## config.mk

```make
export PLATFORM = sky130hd
export DESIGN_NAME = ahb_sa_subordinate_flat
export DESIGN_NICKNAME = d
export VERILOG_FILES = /design/src/rtl/ahb_sa_subordinate_if.sv /design/src/rtl/ahb_sa_subordinate.sv /design/src/flat_wrapper.sv
export SDC_FILE = /design/constraint.sdc
export NUM_CORES = 1
export LEC_CHECK = 0
export ABC_AREA = 1
export CORE_MARGIN = 1
export CORE_UTILIZATION = 40
export CTS_BUF_LIST = sky130_fd_sc_hd__clkbuf_8
export CTS_CLUSTER_SIZE = 12
export DETAILED_ROUTE_END_ITERATION = 10
export GPL_ROUTABILITY_DRIVEN = 0
export PLACE_DENSITY = 0.77
export SETUP_SLACK_MARGIN = 0.02
export SLEW_MARGIN = 20
export SYNTH_ARGS = -nofsm -noshare
export SYNTH_HDL_FRONTEND = slang
export SYNTH_SLANG_ARGS = --single-unit
```

## constraint.sdc

```tcl
create_clock -name clk -period 2.4 [get_ports clk]
set_clock_uncertainty 0.1 [all_clocks]
set_input_delay 0.36 -clock clk [delete_from_list [all_inputs] [get_ports clk]]
set_output_delay 0.36 -clock clk [all_outputs]
set_load 0.01 [all_outputs]
```

## src/rtl/ahb_sa_subordinate_if.sv

```systemverilog
// AHB-Lite bus bundle between a single manager and the accelerator register block.
interface ahb_sa_subordinate_if #(
    parameter int unsigned ADDR_W = 8
);
    logic              hsel;
    logic [ADDR_W-1:0] haddr;
    logic [1:0]        htrans;
    logic [2:0]        hsize;
    logic              hwrite;
    logic [63:0]       hwdata;
    logic [63:0]       hrdata;
    logic              hready;
    logic              hresp;

    modport master (
        output hsel, haddr, htrans, hsize, hwrite, hwdata,
        input  hrdata, hready, hresp
    );

    modport slave (
        input  hsel, haddr, htrans, hsize, hwrite, hwdata,
        output hrdata, hready, hresp
    );
endinterface

```

## src/rtl/ahb_sa_subordinate.sv

```systemverilog
// AHB-Lite register block for the systolic-array accelerator: weight/input/bias
// staging, control pulses, result shadow and sticky status, with 2-cycle ERROR.
module ahb_sa_subordinate #(
    parameter int unsigned ADDR_W = 8
) (
    input  logic        clk,
    input  logic        n_rst,
    ahb_sa_subordinate_if.slave bus,
    output logic [63:0] weight_reg,
    output logic [63:0] input_reg,
    output logic [63:0] bias_vec,
    output logic [1:0]  activation_mode,
    output logic        load_weights,
    output logic        start_inference,
    output logic        load_weights_en,
    output logic        load_inputs_en,
    input  logic        controller_busy,
    input  logic        data_ready,
    input  logic        weights_done,
    input  logic        inputs_done,
    input  logic        occupancy_err,
    input  logic [63:0] output_reg
);

    typedef enum logic [1:0] {
        ST_IDLE,
        ST_DATA,
        ST_ERR2
    } state_t;

    typedef enum logic [2:0] {
        R_WEIGHT  = 3'd0,
        R_INPUT   = 3'd1,
        R_BIAS    = 3'd2,
        R_RESULT  = 3'd3,
        R_CONTROL = 3'd4,
        R_STATUS  = 3'd5,
        R_RSVD6   = 3'd6,
        R_RSVD7   = 3'd7
    } reg_sel_t;

    state_t      state;
    reg_sel_t    dp_sel;
    logic        dp_write;
    logic        dp_addr_err;
    logic [63:0] result_q;
    logic        done_sticky;
    logic        occ_sticky;

    logic [ADDR_W-1:0] haddr_full;
    logic [5:0]        ap_off;
    reg_sel_t          ap_sel;
    logic              unused_bits;

    assign haddr_full  = bus.haddr;
    assign ap_off      = haddr_full[5:0];
    assign ap_sel      = reg_sel_t'(ap_off[5:3]);
    assign unused_bits = ^{haddr_full[ADDR_W-1:6], bus.htrans[0]};

    // Errors knowable from the address phase alone are registered with it.
    logic ap_err;
    always_comb begin
        ap_err = 1'b0;
        if (bus.hsize != 3'd3)     ap_err = 1'b1;
        if (ap_off[2:0] != 3'd0)   ap_err = 1'b1;
        case (ap_sel)
            R_WEIGHT, R_INPUT:  if (!bus.hwrite) ap_err = 1'b1;
            R_RESULT, R_STATUS: if (bus.hwrite)  ap_err = 1'b1;
            R_BIAS, R_CONTROL:  begin end
            default:            ap_err = 1'b1;
        endcase
    end

    // Busy and control-bit errors depend on hwdata, so hready/hresp must be
    // combinational in the data phase to keep OKAY transfers zero-wait.
    logic dp_err;
    always_comb begin
        dp_err = dp_addr_err;
        if (dp_write) begin
            case (dp_sel)
                R_WEIGHT, R_INPUT: if (controller_busy) dp_err = 1'b1;
                R_CONTROL: begin
                    if ((bus.hwdata[0] | bus.hwdata[1]) & controller_busy) dp_err = 1'b1;
                    if (bus.hwdata[0] & bus.hwdata[1])                      dp_err = 1'b1;
                end
                default: begin end
            endcase
        end
    end

    logic in_data, err_cyc1, commit, accept, hready_c, status_clr;
    assign in_data    = (state == ST_DATA);
    assign err_cyc1   = in_data & dp_err;
    assign commit     = in_data & ~dp_err;
    assign hready_c   = ~err_cyc1;
    assign accept     = hready_c & bus.hsel & bus.htrans[1];
    assign status_clr = commit & ~dp_write & (dp_sel == R_STATUS);

    assign bus.hready = hready_c;
    assign bus.hresp  = err_cyc1 | (state == ST_ERR2);

    logic [63:0] rdata;
    always_comb begin
        rdata = '0;
        if (commit & ~dp_write) begin
            case (dp_sel)
                R_BIAS:    rdata = bias_vec;
                R_RESULT:  rdata = result_q;
                R_CONTROL: rdata = {60'd0, activation_mode, 2'b00};
                R_STATUS:  rdata = {59'd0, occ_sticky, done_sticky, weights_done,
                                    inputs_done, controller_busy};
                default:   rdata = '0;
            endcase
        end
    end
    assign bus.hrdata = rdata;

    always_ff @(posedge clk or negedge n_rst) begin
        if (!n_rst) begin
            state           <= ST_IDLE;
            dp_sel          <= R_WEIGHT;
            dp_write        <= 1'b0;
            dp_addr_err     <= 1'b0;
            result_q        <= '0;
            done_sticky     <= 1'b0;
            occ_sticky      <= 1'b0;
            weight_reg      <= '0;
            input_reg       <= '0;
            bias_vec        <= '0;
            activation_mode <= '0;
            load_weights    <= 1'b0;
            start_inference <= 1'b0;
            load_weights_en <= 1'b0;
            load_inputs_en  <= 1'b0;
        end else begin
            load_weights    <= 1'b0;
            start_inference <= 1'b0;
            load_weights_en <= 1'b0;
            load_inputs_en  <= 1'b0;

            if (data_ready) result_q <= output_reg;
            // A set event in the same cycle as a STATUS-read clear wins.
            done_sticky <= data_ready    | (done_sticky & ~status_clr);
            occ_sticky  <= occupancy_err | (occ_sticky  & ~status_clr);

            if (accept)        state <= ST_DATA;
            else if (err_cyc1) state <= ST_ERR2;
            else               state <= ST_IDLE;

            if (accept) begin
                dp_sel      <= ap_sel;
                dp_write    <= bus.hwrite;
                dp_addr_err <= ap_err;
            end

            if (commit & dp_write) begin
                case (dp_sel)
                    R_WEIGHT: begin
                        weight_reg      <= bus.hwdata;
                        load_weights_en <= 1'b1;
                    end
                    R_INPUT: begin
                        input_reg      <= bus.hwdata;
                        load_inputs_en <= 1'b1;
                    end
                    R_BIAS: bias_vec <= bus.hwdata;
                    R_CONTROL: begin
                        activation_mode <= bus.hwdata[3:2];
                        load_weights    <= bus.hwdata[0];
                        start_inference <= bus.hwdata[1];
                    end
                    default: begin end
                endcase
            end
        end
    end

endmodule

```

## src/flat_wrapper.sv

```systemverilog
// flat-port wrapper written by rule: the top's interface ports become plain ports
module ahb_sa_subordinate_flat 
#(
    parameter int unsigned ADDR_W = 8
)
  (clk, n_rst, weight_reg, input_reg, bias_vec, activation_mode, load_weights, start_inference, load_weights_en, load_inputs_en, controller_busy, data_ready, weights_done, inputs_done, occupancy_err, output_reg, bus_hsel, bus_haddr, bus_htrans, bus_hsize, bus_hwrite, bus_hwdata, bus_hrdata, bus_hready, bus_hresp);
  ahb_sa_subordinate_if #(.ADDR_W(ADDR_W)) bus_i ();
  input  logic clk;
  input  logic n_rst;
  output logic [63:0] weight_reg;
  output logic [63:0] input_reg;
  output logic [63:0] bias_vec;
  output logic [1:0] activation_mode;
  output logic load_weights;
  output logic start_inference;
  output logic load_weights_en;
  output logic load_inputs_en;
  input  logic controller_busy;
  input  logic data_ready;
  input  logic weights_done;
  input  logic inputs_done;
  input  logic occupancy_err;
  input  logic [63:0] output_reg;
  input wire logic [$bits(bus_i.hsel)-1:0] bus_hsel;
  input wire logic [$bits(bus_i.haddr)-1:0] bus_haddr;
  input wire logic [$bits(bus_i.htrans)-1:0] bus_htrans;
  input wire logic [$bits(bus_i.hsize)-1:0] bus_hsize;
  input wire logic [$bits(bus_i.hwrite)-1:0] bus_hwrite;
  input wire logic [$bits(bus_i.hwdata)-1:0] bus_hwdata;
  output wire logic [$bits(bus_i.hrdata)-1:0] bus_hrdata;
  output wire logic [$bits(bus_i.hready)-1:0] bus_hready;
  output wire logic [$bits(bus_i.hresp)-1:0] bus_hresp;
  assign bus_i.hsel = bus_hsel;
  assign bus_i.haddr = bus_haddr;
  assign bus_i.htrans = bus_htrans;
  assign bus_i.hsize = bus_hsize;
  assign bus_i.hwrite = bus_hwrite;
  assign bus_i.hwdata = bus_hwdata;
  assign bus_hrdata = bus_i.hrdata;
  assign bus_hready = bus_i.hready;
  assign bus_hresp = bus_i.hresp;
  ahb_sa_subordinate #(.ADDR_W(ADDR_W)) u_core (.clk(clk), .n_rst(n_rst), .bus(bus_i), .weight_reg(weight_reg), .input_reg(input_reg), .bias_vec(bias_vec), .activation_mode(activation_mode), .load_weights(load_weights), .start_inference(start_inference), .load_weights_en(load_weights_en), .load_inputs_en(load_inputs_en), .controller_busy(controller_busy), .data_ready(data_ready), .weights_done(weights_done), .inputs_done(inputs_done), .occupancy_err(occupancy_err), .output_reg(output_reg));
endmodule
```

==> out/metrics.json, run 1 <==
{
  "route": {
    "drt-wirelength-per-cell_um": 18.4,
    "postRouteAntennaNets": 0,
    "count_of_unresolved_drc_violations_after_routing": 0,
    "vias": 11500,
    "detail_route.vias_per_cell": 5.03,
    "detail_route.wirelength_um": 41900,
    "drt_first_iter_violations": 685,
    "drt_pre_antenna_iters": 5
  },
  "sta": {
    "final-hold-violation-count": 0,
    "report.final.setup_viol": 58,
    "period_share_pct": 107,
    "grt_setup_unrepaired": "yes",
    "timing.fmax_mhz": 388,
    "timing.final.ws_setup_ps": -176,
    "setup-tns-final_ps": -4700,
    "min_period_ps": 2580,
    "tightestPinTransition_ps": 654,
    "worst_relative_slew_slack_pct": 56.4,
    "report.final.slew_viol_count": 0
  },
  "setup_path": {
    "number_of_buffers_and_inverters_on_the_critical_path": 3,
    "r2r_start": "u_core.dp_sel[2]$_DFFE_PN0P_",
    "worstPathArrival_ps": 2120,
    "kind_of_critical_path": "register to output pin",
    "cpMaxStageDelayCell": "dfrtp_2",
    "worst_setup_path_start_kind": "register",
    "cp-end-kind": "output pin",
    "series_of_cell_instances_along_the_critical_path": "nand2_2 > inv_1 > o21ai_4 > buf_12 > nor2_2 > clkdlybuf4s15_2",
    "r2r_setup_slack_ps": 290,
    "worst_r2r_path_depth": 8,
    "path_max_fanout": 34,
    "crit_family": "buffers and inverters",
    "worstPathRequired_ps": 1940,
    "worst_flop_to_flop_path_endpoint": "u_core.weight_reg[32]$_DFFE_PN0P_",
    "slowest_delay_ps": 460,
    "cp_num_cells": 6
  },
  "pwr": {
    "cellLeakagePower_nw": 8.67,
    "power_density_over_the_cells_mw_per_mm2": 945,
    "vdd_ir_drop_max_mv": 0.576
  },
  "floorplanning": {
    "die_w_um": 180,
    "fp.dieArea_mm2": 0.0324,
    "chipHeight_um": 180,
    "fp.coreArea_mm2": 0.0309,
    "io-pin-count": 414,
    "starting_utilization_of_the_core_area_pct": 41.0,
    "num_rows": 64
  },
  "grt": {
    "first_pass_grt_wire_length_um": 64700,
    "first_global_vias": 11600,
    "grt_usage_pct": 25.2,
    "grt_start_max_net_pins": 105,
    "antenna_found_initial": 1,
    "grt_overflow": 0
  },
  "synth": {
    "dominantRegCellSynth": "dfrtp_1",
    "synth_commonest_cells": "nand2_1, dfrtp_1, inv_1",
    "synth_seq_cells": 271,
    "synthTopCellsByArea": "dfrtp_1, nand2_1, o21bai_1, inv_1, mux2_2",
    "yosys_warnings": 0,
    "netlist-cell-type-count": 25,
    "cell_with_the_most_instances_after_synthesis": "nand2_1",
    "asyncSetResetFlopFracSynth_pct": 100,
    "syn-cell-area_mm2": 0.0127,
    "synth-edff-count": 0,
    "synthesis.instances": 1424,
    "postSynthNetCount": 1574,
    "avgSynthCellArea_um2": 8.90,
    "share_of_the_synthesized_area_in_the_top_cell_type_pct": 53.5,
    "synth.largest_area_cell": "dfrtp_1",
    "synth.yosys.seq_area_share_pct": 53.5
  },
  "clock_tree": {
    "cts.path.max_buffers": 3,
    "clk_transition_reported_paths_ps": 70,
    "ctsRootBufferMaster": "clkbuf_8",
    "skew_pair_late_insertion_delay_ps": 550,
    "clock_sinks": 271,
    "tritoncts.num_buffers": 47,
    "cts_max_level": 2,
    "cts_tree": "built"
  },
  "final_layout": {
    "ratio_of_cells_with_drive_above_1_in_the_final_layout_pct": 16.5,
    "area_growth_pct": 47.8,
    "antenna_cells": 0,
    "layout.cells.non_filler": 2285,
    "final_design_area_no_fill_mm2": 0.0187,
    "final_net_count": 2000
  },
  "placed_design": {
    "dpl_worst_slack_ps": -212,
    "port_buffers": 410,
    "numPlacedInstances": 2188,
    "place.detailed.hpwl_um": 27700,
    "place_area_mm2": 0.0175
  },
  "run": {
    "cap_violations": 0
  },
  "run_status": {
    "failed_checks": "setup timing",
    "status": "complete, but fails checks"
  },
  "hold_path": {
    "holdCritPathClass": "input pin to asynchronous set/reset pin"
  }
}
-- cell type report --
| type | instances | area [µm²] |
|---|---|---|
| Multi-Input combinational cell | 843 | 4920 |
| Clock buffer | 62 | 853 |
| Tap cell | 396 | 495 |
| Sequential cell | 271 | 6780 |
| Clock inverter | 26 | 194 |
| Inverter | 222 | 833 |
| Fill cell | 2592 | 12200 |
| Timing Repair Buffer | 465 | 4650 |
-- how the worst max path moves through the flow --
| stage | start | endpoint | slack (ps) |
|---|---|---|---|
| finish | u_core.dp_sel[1]$_DFFE_PN0P_ | bus_hrdata[33] | -180 |
| global placement | controller_busy | bus_hresp | -100 |
| global route | u_core.state[1]$_DFF_PN0_ | bus_hrdata[33] | -270 |
| detailed placement | controller_busy | bus_hresp | -210 |
| floorplan | u_core.state[1]$_DFF_PN0_ | bus_hrdata[10] | 490 |
| CTS | u_core.state[1]$_DFF_PN0_ | bus_hrdata[32] | -210 |
-- layer usage --
layer  track usage [%]  part of all wire [%]  wire length, µm  up-vias
li1                  -                     -                -     5318
met1              29.6                    38            16100     5581
met2              44.1                    50            20800      490
met3              6.58                   8.3             3490      100
met4              9.86                   3.6             1530        2
met5                 0                 0.031               13        -
-- report_power, final --
group | internal (mW) | leakage (nW) | switching [mW]
combinational | 3.47 | 5.28 | 2.88
sequential | 5.84 | 2.79 | 0.891
clock | 2.64 | 0.595 | 1.97
-- logic make-up (layout without fill, tap and decap cells) --
logic type,Yosys count,in the layout,share of synthesized area [%]
buffers and inverters,310,775,9.78
and+or+nand+nor,509,509,15.4
muxes,60,60,5.33
DFF,271,271,53.5
AOI/OAI and AO/OA,274,274,16.0
-- stage by stage --
stage | utilization, % | power (mW) | hold slack (ps)
2_1_floorplan | - | 9.29 | -35.6
3_3_place_gp | 56.7 | 12.8 | 213
3_5_place_dp | 56.7 | 13.0 | 213
4_1_cts | 59.8 | 17.8 | 214
5_1_grt | 60.6 | 18.7 | 236
6_report | 60.6 | 17.7 | 228
-- worst reg2reg max path: stages (launching register included) --
cell,delay [ps]
dfrtp_1,400
buf_4,160
nand3_4,120
nor2_1,60
nor2_1,180
nand4_4,250
buf_12,300
o21bai_1,340
nand2_1,80
-- cells in the final DEF, fill, tap and decap left out, types with 4 or more instances in the layout --
master and count:
dfrtp_1 270, nor2_4 18, mux2_2 60, buf_4 26, clkbuf_8 62, clkdlybuf4s15_2 4
a22oi_1 58, clkinv_2 7, nor2_2 20, nor2_1 40, buf_6 16, o21ai_0 5
inv_2 5, clkdlybuf4s50_1 342, buf_2 44, nand2_1 416, buf_12 23, nand3_1 6
inv_1 231, o21bai_1 196
-- repair_timing --
item | 4_1_cts | 5_1_grt
setup buffers | 2 | 3
gates resized for setup | 231 | 102
gates cloned | 1 | 2
hold buffers | 1 | 0
hold endpoints to repair | 71 | 0
pin swaps | 6 | 10
setup endpoints to repair | 66 | 66
Power figures use the tool's default switching activity.
==> run 2, diff against run 1 <==
PLACE_DENSITY = 0.71   (was 0.77)
==> out/metrics.json, run 2 (synthesis gave the netlist of run 1 again) <==
{
  "clock_tree": {
    "clock_sinks": {"value": 271, "change": "unchanged"},
    "skew_pair_late_insertion_delay": {"value": 530, "unit": "ps", "change": "was 550 ps"},
    "cts.path.max_buffers": {"value": 3, "change": "unchanged"},
    "cts_tree": {"value": "built", "change": "unchanged"},
    "clk_transition_reported_paths": {"value": 60, "unit": "ps", "change": "was 70 ps"},
    "tritoncts.num_buffers": {"value": 46, "change": "was 47"},
    "cts_max_level": {"value": 2, "change": "unchanged"},
    "ctsRootBufferMaster": {"value": "clkbuf_8", "change": "unchanged"}
  },
  "placed_design": {
    "place.detailed.hpwl": {"value": 27500, "unit": "µm", "change": "was 27700 µm"},
    "dpl_worst_slack": {"value": -155, "unit": "ps", "change": "was -212 ps"},
    "place_area": {"value": 0.0175, "unit": "mm²", "change": "about the same"},
    "port_buffers": {"value": 410, "change": "unchanged"}
  },
  "setup_path": {
    "worstPathArrival": {"value": 2040, "unit": "ps", "change": "was 2120 ps"},
    "worstPathRequired": {"value": 1940, "unit": "ps", "change": "about the same"},
    "cp_common_cell": "nor2_2",
    "cp-end-kind": {"value": "output pin", "change": "unchanged"},
    "worst_setup_path_start_kind": {"value": "register", "change": "unchanged"},
    "r2r_setup_slack": {"value": 250, "unit": "ps", "change": "was 290 ps"},
    "path_max_fanout": {"value": 8, "change": "was 34"},
    "slowest_delay": {"value": 390, "unit": "ps", "change": "was 460 ps"},
    "cpMaxStageDelayCell": {"value": "dfrtp_1", "change": "was dfrtp_2"},
    "number_of_buffers_and_inverters_on_the_critical_path": {"value": 5, "change": "was 3"},
    "crit_family": {"value": "buffers and inverters", "change": "unchanged"},
    "kind_of_critical_path": {"value": "register to output pin", "change": "unchanged"},
    "series_of_cell_instances_along_the_critical_path": {"value": "nor2_2 > inv_2 > nor3_2 > buf_4 > o21ai_4 > buf_12 > buf_16 > nor2_2 > buf_2", "change": "was nand2_2 > inv_1 > o21ai_4 > buf_12 > nor2_2 > clkdlybuf4s15_2"}
  },
  "final_layout": {
    "final_design_area_no_fill": {"value": 0.0194, "unit": "mm²", "change": "was 0.0187 mm²"},
    "layout.cells.most_common_list": {"value": "nand2_1, clkdlybuf4s50_1, dfrtp_1", "change": "unchanged"},
    "multiInputGateArea": {"value": 0.00520, "unit": "mm²", "change": "was 0.00492 mm²"},
    "ratio_of_cells_with_drive_above_1_in_the_final_layout": {"value": 18.9, "unit": "%", "change": "was 16.5%"},
    "filler_cell_count": {"value": 2511, "change": "was 2592"},
    "util_after_layout": {"value": 62.8, "unit": "%", "change": "was 60.6%"},
    "final_net_count": {"value": 2016, "change": "was 2000"},
    "layout_commonest_cell": {"value": "nand2_1", "change": "unchanged"},
    "antenna_cells": {"value": 0, "change": "unchanged"},
    "area_growth": {"value": 53.2, "unit": "%", "change": "was 47.8%"},
    "ff_latch_area": {"value": 0.00678, "unit": "mm²", "change": "unchanged"}
  },
  "pwr": {
    "cellLeakagePower": {"value": 8.83, "unit": "nW", "change": "was 8.67 nW"},
    "vdd_ir_drop_max": {"value": 0.703, "unit": "mV", "change": "was 0.576 mV"},
    "power_density_over_the_cells": {"value": 914, "unit": "mW/mm²", "change": "was 945 mW/mm²"}
  },
  "sta": {
    "timing.fmax": {"value": 400, "unit": "MHz", "change": "was 388 MHz"},
    "grt_setup_unrepaired": {"value": "yes", "change": "unchanged"},
    "worst_relative_slew_slack": {"value": 39.4, "unit": "%", "change": "was 56.4%"},
    "timing.final.ws_setup": {"value": -103, "unit": "ps", "change": "was -176 ps"},
    "final-hold-violation-count": {"value": 0, "change": "unchanged"},
    "min_period": {"value": 2500, "unit": "ps", "change": "was 2580 ps"},
    "period_share": {"value": 104, "unit": "%", "change": "was 107%"},
    "report.final.slew_viol_count": {"value": 0, "change": "unchanged"},
    "fin_hold_ws": {"value": 207, "unit": "ps", "change": "was 228 ps"},
    "report.final.setup_viol": {"value": 52, "change": "was 58"},
    "tightestPinTransition": {"value": 909, "unit": "ps", "change": "was 654 ps"}
  },
  "grt": {
    "grt_start_max_net_pins": {"value": 103, "change": "was 105"},
    "first_global_vias": {"value": 11800, "change": "was 11600"},
    "antenna_found_initial": {"value": 0, "change": "was 1"},
    "grt_overflow": {"value": 0, "change": "unchanged"},
    "grt_usage": {"value": 26.5, "unit": "%", "change": "was 25.2%"},
    "first_pass_grt_wire_length": {"value": 67300, "unit": "µm", "change": "was 64700 µm"}
  },
  "floorplanning": {
    "die_w": {"value": 180, "unit": "µm", "change": "unchanged"},
    "chipHeight": {"value": 180, "unit": "µm", "change": "unchanged"},
    "fp.dieArea": {"value": 0.0324, "unit": "mm²", "change": "unchanged"},
    "starting_utilization_of_the_core_area": {"value": 41.0, "unit": "%", "change": "unchanged"},
    "fp.coreArea": {"value": 0.0309, "unit": "mm²", "change": "unchanged"},
    "io-pin-count": {"value": 414, "change": "unchanged"},
    "num_rows": {"value": 64, "change": "unchanged"}
  },
  "route": {
    "drt_first_iter_violations": {"value": 765, "change": "was 685"},
    "drt_pre_antenna_iters": {"value": 8, "change": "was 5"},
    "detail_route.vias_per_cell": {"value": 5.04, "change": "was 5.03"},
    "vias": {"value": 11600, "change": "was 11500"},
    "count_of_unresolved_drc_violations_after_routing": {"value": 0, "change": "unchanged"},
    "postRouteAntennaNets": {"value": 0, "change": "unchanged"},
    "detail_route.wirelength": {"value": 44300, "unit": "µm", "change": "was 41900 µm"},
    "drt-wirelength-per-cell": {"value": 19.3, "unit": "µm", "change": "was 18.4 µm"}
  },
  "hold_path": {
    "holdCritPathClass": {"value": "input pin to asynchronous set/reset pin", "change": "unchanged"}
  },
  "run_status": {
    "status": {"value": "complete, but fails checks", "change": "unchanged"},
    "failed_checks": {"value": "setup timing", "change": "unchanged"}
  },
  "run": {
    "cap_violations": {"value": 0, "change": "unchanged"}
  }
}
run 2: cell count changes in the layout (fill, tap and decap cells not counted), moves of 3 or more:
cell and change:
buf_12 -3, buf_16 +6, buf_2 -26, buf_4 +8, buf_6 +34, clkbuf_16 +5, clkdlybuf4s15_2 -4, clkinv_2 -5
nor2_1 -28, nor2_2 -6, nor2_4 +34
run 2: through the flow:
step	power (mW)	std cells	TNS, ps
floorplan	9.29	1424	0
global placement	12.8	2190	-4060
detailed placement	13.0	2190	-9400
CTS	17.7	2286	-7140
global route	18.7	2294	-9470
finish	17.7	2294	-2590
run 2: report_power, final:
part	switching, mW	internal [mW]	total, mW
clock network	1.90	2.50	4.40
logic	3.05	3.57	6.63
registers	0.877	5.84	6.72
run 2: layout make-up:
type                            count  area share, %
Tap cell                          396           2.55
Clock inverter                     18          0.651
Clock buffer                       62           4.39
Inverter                          222           4.33
Timing Repair Buffer              482           26.4
Multi-Input combinational cell    843           26.8
Sequential cell                   271           34.9
run 2: worst paths after layout:
kind | startpoint | end | cells after the start
worst max-delay path | u_core.state[1]$_DFF_PN0_ | bus_hrdata[20] | 9
worst min-delay path | n_rst | u_core.result_q[26]$_DFFE_PN0P_ | 2
worst max register to register | u_core.dp_sel[1]$_DFFE_PN0P_ | u_core.input_reg[28]$_DFFE_PN0P_ | 9
worst min register to register | u_core.result_q[55]$_DFFE_PN0P_ | u_core.result_q[55]$_DFFE_PN0P_ | 1
max in group asynchronous | n_rst | u_core.input_reg[39]$_DFFE_PN0P_ | 3
min in group clk | output_reg[3] | u_core.result_q[3]$_DFFE_PN0P_ | 3
run 2: repair_timing:
| item | 4_1_cts | 5_1_grt |
|---|---|---|
| gates resized for setup | 345 | 120 |
| endpoints found under the hold margin | 68 | 0 |
| pin swaps | 33 | 22 |
| hold buffers | 1 | 0 |
| gates cloned | 4 | 7 |
| buffers inserted | 12 | 1 |
| setup endpoints to repair | 66 | 66 |
run 2: per-layer routing:
| metal | vias up | GRT usage, % | part of all wire, % |
|---|---|---|---|
| li1 | 5338 | - | - |
| met1 | 5672 | 32.0 | 40 |
| met2 | 459 | 46.1 | 50 |
| met3 | 90 | 6.40 | 7.4 |
| met4 | 0 | 9.21 | 3.0 |
| met5 | - | 0 | 0 |
